## config.mk

```make
export PLATFORM = sky130hd
export DESIGN_NAME = axil_fetch_ram
export DESIGN_NICKNAME = d
export VERILOG_FILES = /design/src/rtl/axil_pkg.sv /design/src/rtl/fetch_ram_array.sv /design/src/rtl/axil_fetch_ram.sv
export SDC_FILE = /design/constraint.sdc
export NUM_CORES = 1
export LEC_CHECK = 0
export ABC_CLOCK_PERIOD_IN_PS = 4050
export CORE_MARGIN = 4
export CORE_UTILIZATION = 40
export DETAILED_ROUTE_END_ITERATION = 10
export GPL_TIMING_DRIVEN = 0
export HOLD_SLACK_MARGIN = 0.08
export SYNTH_ARGS = -nofsm -noshare
export SYNTH_HDL_FRONTEND = slang
export SYNTH_SLANG_ARGS = --single-unit
```

## constraint.sdc

```tcl
create_clock -name clk -period 4.05 [get_ports clk]
set_input_delay 0.81 -clock clk [delete_from_list [all_inputs] [get_ports clk]]
set_output_delay 0.81 -clock clk [all_outputs]
set_load 0.02 [all_outputs]
```

## src/rtl/axil_pkg.sv

```systemverilog
// Shared types for the AXI-Lite fetch RAM: response codes and FSM states.
package axil_pkg;

   typedef enum logic [1:0] {
      RESP_OKAY   = 2'b00,
      RESP_SLVERR = 2'b10
   } resp_t;

   typedef enum logic [1:0] {
      IDLE,
      WAIT,
      READ,
      RESP
   } fetch_ram_state_t;

endpackage

```

## src/rtl/fetch_ram_array.sv

```systemverilog
// DEPTH x DATA_W storage with one synchronous write port and one synchronous
// read-first read port.
module fetch_ram_array #(
   parameter int DATA_W = 32,
   parameter int DEPTH  = 32,
   parameter int IDX_W  = $clog2(DEPTH)
) (
   input  logic              clk,
   input  logic              wr_en,
   input  logic [IDX_W-1:0]  wr_idx,
   input  logic [DATA_W-1:0] wr_data,
   input  logic              rd_en,
   input  logic [IDX_W-1:0]  rd_idx,
   output logic [DATA_W-1:0] rd_data
);

   logic [DATA_W-1:0] mem [DEPTH];

   // Both updates are non-blocking, so a same-edge write to rd_idx is not seen.
   always_ff @(posedge clk) begin
      if (wr_en)
         mem[wr_idx] <= wr_data;
      if (rd_en)
         rd_data <= mem[rd_idx];
   end

endmodule

```

## src/rtl/axil_fetch_ram.sv

```systemverilog
// AXI-Lite read-only slave (AR/R only) for instruction fetch, with a side
// preload port and configurable wait states between AR and R.
module axil_fetch_ram
   import axil_pkg::*;
#(
   parameter int DATA_W       = 32,
   parameter int DEPTH        = 32,
   parameter int ADDR_W       = 32,
   parameter int LATENCY      = 2,
   parameter int STRICT_ALIGN = 1
) (
   input  logic                     clk,
   input  logic                     rst,
   input  logic                     write_en,
   input  logic [$clog2(DEPTH)-1:0] write_addr,
   input  logic [DATA_W-1:0]        write_data,
   input  logic [ADDR_W-1:0]        ARADDR,
   input  logic                     ARVALID,
   output logic                     ARREADY,
   output logic [DATA_W-1:0]        RDATA,
   output logic [1:0]               RRESP,
   output logic                     RVALID,
   input  logic                     RREADY
);

   localparam int IDX_W = $clog2(DEPTH);
   localparam int OFF_W = $clog2(DATA_W / 8);
   localparam logic [ADDR_W-1:0] OFF_MASK = ADDR_W'((64'd1 << OFF_W) - 64'd1);

   fetch_ram_state_t  state;
   logic [3:0]        cnt;
   logic [IDX_W-1:0]  idx_q;
   logic              err_q;
   logic              arready_q;
   logic              rvalid_q;
   resp_t             rresp_q;
   logic              rd_en;
   logic [DATA_W-1:0] rd_data;

   // Any index bit beyond the array range is an error, as is a misaligned
   // address when alignment is enforced.
   function automatic logic addr_err(input logic [ADDR_W-1:0] a);
      logic [ADDR_W-1:0] idx_full;
      logic              out_of_range;
      logic              misaligned;
      idx_full     = a >> OFF_W;
      out_of_range = (idx_full >> IDX_W) != '0;
      misaligned   = (a & OFF_MASK) != '0;
      return out_of_range || ((STRICT_ALIGN != 0) && misaligned);
   endfunction

   always_ff @(posedge clk) begin
      if (rst) begin
         state     <= IDLE;
         cnt       <= '0;
         err_q     <= 1'b0;
         arready_q <= 1'b0;
         rvalid_q  <= 1'b0;
         rresp_q   <= RESP_OKAY;
      end else begin
         case (state)
            IDLE: begin
               if (arready_q && ARVALID) begin
                  arready_q <= 1'b0;
                  idx_q     <= IDX_W'(ARADDR >> OFF_W);
                  err_q     <= addr_err(ARADDR);
                  if (LATENCY == 0) begin
                     state <= READ;
                  end else begin
                     state <= WAIT;
                     cnt   <= 4'(LATENCY);
                  end
               end else begin
                  arready_q <= 1'b1;
               end
            end
            WAIT: begin
               if (cnt <= 4'd1)
                  state <= READ;
               else
                  cnt <= cnt - 4'd1;
            end
            READ: begin
               rvalid_q <= 1'b1;
               rresp_q  <= err_q ? RESP_SLVERR : RESP_OKAY;
               state    <= RESP;
            end
            RESP: begin
               if (RREADY) begin
                  rvalid_q  <= 1'b0;
                  arready_q <= 1'b1;
                  state     <= IDLE;
               end
            end
            default: state <= IDLE;
         endcase
      end
   end

   // Errored requests never touch the array.
   assign rd_en = (state == READ) && !err_q;

   fetch_ram_array #(
      .DATA_W (DATA_W),
      .DEPTH  (DEPTH),
      .IDX_W  (IDX_W)
   ) u_array (
      .clk     (clk),
      .wr_en   (write_en),
      .wr_idx  (write_addr),
      .wr_data (write_data),
      .rd_en   (rd_en),
      .rd_idx  (idx_q),
      .rd_data (rd_data)
   );

   assign ARREADY = arready_q;
   assign RVALID  = rvalid_q;
   assign RRESP   = rresp_q;
   assign RDATA   = (rvalid_q && !err_q) ? rd_data : '0;

endmodule

```

==> metrics.txt <==
Post-Synthesis Cell Area approximately 42000 um^2; Startpoint Class flop; Pre-antenna DRT Iters 5; Combinational Power Share under 10%; Distinct cells, synth 40; Final Worst Setup Slack about 0.22 ns; min cycle time layout between 3 and 4 ns; Routed wire per std cell 25.4 um; syn nets 2455; Period Utilization, post-route 94.5%; Pleak ~0.017 uW; final WL 104 mm; CTS sink count around 1100; worst flop-to-flop path startpoint idx_q[0]$_DFFE_PP_; Initial Util 40.3%; worst vdd ir ~0.31 mV; CORE AREA approximately 100000 um^2; DRT iter0 DRCs between 1500 and 2000; Port-buffer cells around 110; clk slew on worst S/H paths roughly 0.060 ns; unrepaired setup endpoints after global routing no; Sw Pwr ~5600 uW; residual DRC count 0; row cnt ~120; placed cell areas 45600 um^2; die height roughly 330 um; sw frac between 20% and 30%; worst-skew pair later-pin latency roughly 0.68 ns; gpl congestion around 0.8; number of global-route vias before repair between 20000 and 25000; R2R Setup Slk between 1 and 1.5 ns; Final Setup Violations 0; sequential share of the synthesized area 76.7%; Pwr Density approximately 500 nW/um^2; DIE WIDTH 331 um; hold_buf cts 0; Yosys top cell area share 76.2%; yosys warns 0; Detail Route Antenna Nets 0; fin util between 40% and 50%; WS Path Type reg2out; number of synthesized flops with an enable pin between 1000 and 1500; first-pass GRT wire length roughly 150 mm; top post-synthesis cells by area edfxtp_1 (76%), mux2i_1 (12%), a22oi_1 (1.7%); dpl ws 0.372 ns; syn avg cell area between 15 and 20 um^2; max-slew violations 0; total number of vias 22120; critical path capture point type output port; Crit Path Max Fanout 10; initial antenna violation count 1; die area between 100000 and 150000 um^2; Clock Tree Buf Depth 3; worst-margin pin slew around 1.4 ns; Final Cell Area around 49000 um^2; hold path startpoint RRESP[1]$_SDFFE_PP0P_; cells after synthesis 2374; final number of hold-violating endpoints 0; Reg power frac around 51%; vias per cell around 5.4; hold crit path type reg2reg; area delta synth->final 17.3%; status completed; # fillers between 8000 and 9000; HPWL after DPL a little under 70 mm; Yosys reg bits roughly 1100; # IOs 110; largest net degree at the start of global routing 33; fraction of layout cells with a size suffix above 1 a little under an eighth; Critical Path AT 3.02 ns; Max Fclk 261 MHz; Synth Flop Type edfxtp_1; clk root buf clkbuf_16; top-count cell post-synth edfxtp_1; Layout Nets around 2700; P_int ~19000 uW; Clock power frac just under 40%; CTS tree done; Tot GR Track Use a little under a fifth; CP required ~3.2 ns; postcts setup bufs 0; Overflow after GRT 0; Max Cap Viol 0; Rel. slew slack 5.04%; ys async rst share 0%; # H-tree levels 3; Yosys top cell by area edfxtp_1; Critical Path Start RVALID$_SDFFE_PP0P_; total CTS buffers 107; most instantiated cells after synthesis edfxtp_1 (1061), mux2i_1 (514), nand2_1 (103), a21oi_1 (99), nand3_1 (99); Max Clock Skew between 0.02 and 0.03 ns
## power by group through the flow
stage | combinational [uW] | sequential [uW] | clock (uW)
after global routing | 2390 | 12600 | 10300
after CTS | 2260 | 12500 | 9840
final | 2240 | 12500 | 9680
after floorplan | 1250 | 12800 | 0
after global placement | 2150 | 12800 | 0
after detailed placement | 2250 | 12800 | 0
## cell type report
| type | instances | area, um^2 | share of cell area (%) |
|---|---|---|---|
| antenna | 1 | 2.50 | 0.00510 |
| inverter | 5 | 18.8 | 0.0383 |
| sequential | 1071 | 32100 | 65.4 |
| multi-input combinational | 1166 | 9170 | 18.7 |
| clock buffer | 128 | 2790 | 5.68 |
| tap | 1380 | 1730 | 3.52 |
| clock inverter | 67 | 666 | 1.36 |
| buffer | 132 | 806 | 1.64 |
| timing repair buffer | 140 | 1810 | 3.70 |
## sequential cells by signal, summed over array words and instances, names as in the netlist
register,count
cnt,4
u_array.rd_data,32
RVALID,1
u_array.mem,1024
RRESP,1
idx_q,5
state,2
ARREADY,1
err_q,1
## critical path: stages, from the launching register on
cell             delay (ns)
dfxtp_1                0.36
nor2b_1                0.53
clkbuf_1               0.54
and2_1                 0.29
clkdlybuf4s50_1        0.63
## kinds of logic (layout without fill, tap and decap cells)
family          Yosys count  in the layout  synth area share [%]
flops                  1071           1071                  76.7
mux                     515            515                  12.3
simple gates            342            342                  3.86
compound gates          299            299                  4.90
buf+inv                 137            472                  1.97
fa+ha+maj                 7              7                 0.209
xor+xnor                  2              2                0.0419
other cells               1              2               0.00897
## path summary, 6_finish.rpt
kind	cells past startpoint	to
min	2	RRESP[1]$_SDFFE_PP0P_
max reg2reg	7	u_array.rd_data[23]$_DFFE_PP_
max	4	RDATA[13]
min reg2reg	2	RRESP[1]$_SDFFE_PP0P_
## repair_timing
| action | in CTS | in global routing |
|---|---|---|
| resized for setup | 1 | 0 |
| hold endpoints to repair | 0 | 0 |
| endpoints found under the setup margin | 6 | 0 |
## routing by layer
| metal | global-route usage (%) | wire, um | up-vias | share of wire [%] |
|---|---|---|---|---|
| li1 | - | - | 9895 | - |
| met1 | 23.8 | 42600 | 11362 | 41 |
| met2 | 32.7 | 53200 | 742 | 51 |
| met3 | 2.97 | 6500 | 121 | 6.3 |
| met4 | 3.70 | 1530 | 0 | 1.5 |
| met5 | 0 | 0 | - | 0 |
## stage by stage
stage          power [uW]  cells  hold WS, ns  setup TNS [ns]
6_report            24500   4090        0.497               0
5_1_grt             25300   4089        0.536               0
4_1_cts             24700   4089        0.507               0
3_5_place_dp        15000   3894        0.493               0
3_3_place_gp        14900   3861        0.481        -1092.19
2_1_floorplan       14000   2374        0.480               0
## cells in the final DEF, fill, tap and decap left out, types with 13 or more instances in the layout
cell             Yosys  layout
clkdlybuf4s50_1      0     104
buf_16               0      13
nor2_1              47      15
nand2_1            103     103
a22o_1              64      64
clkinv_1             0      21
clkinv_2             0      23
buf_2               37      40
clkbuf_16            0     108
a22oi_1             96      96
nor2_4               0      32
mux2i_1            514     514
nor3_1              35      35
buf_4               24      24
a21oi_1             99      99
edfxtp_1          1061    1061
and2_1              33      33
clkbuf_1            43      61
nand3_1             99      99
buf_12               0      20
a31oi_1             32      32
buf_6               22      22
No activity file was read; power rests on OpenSTA's default activity.
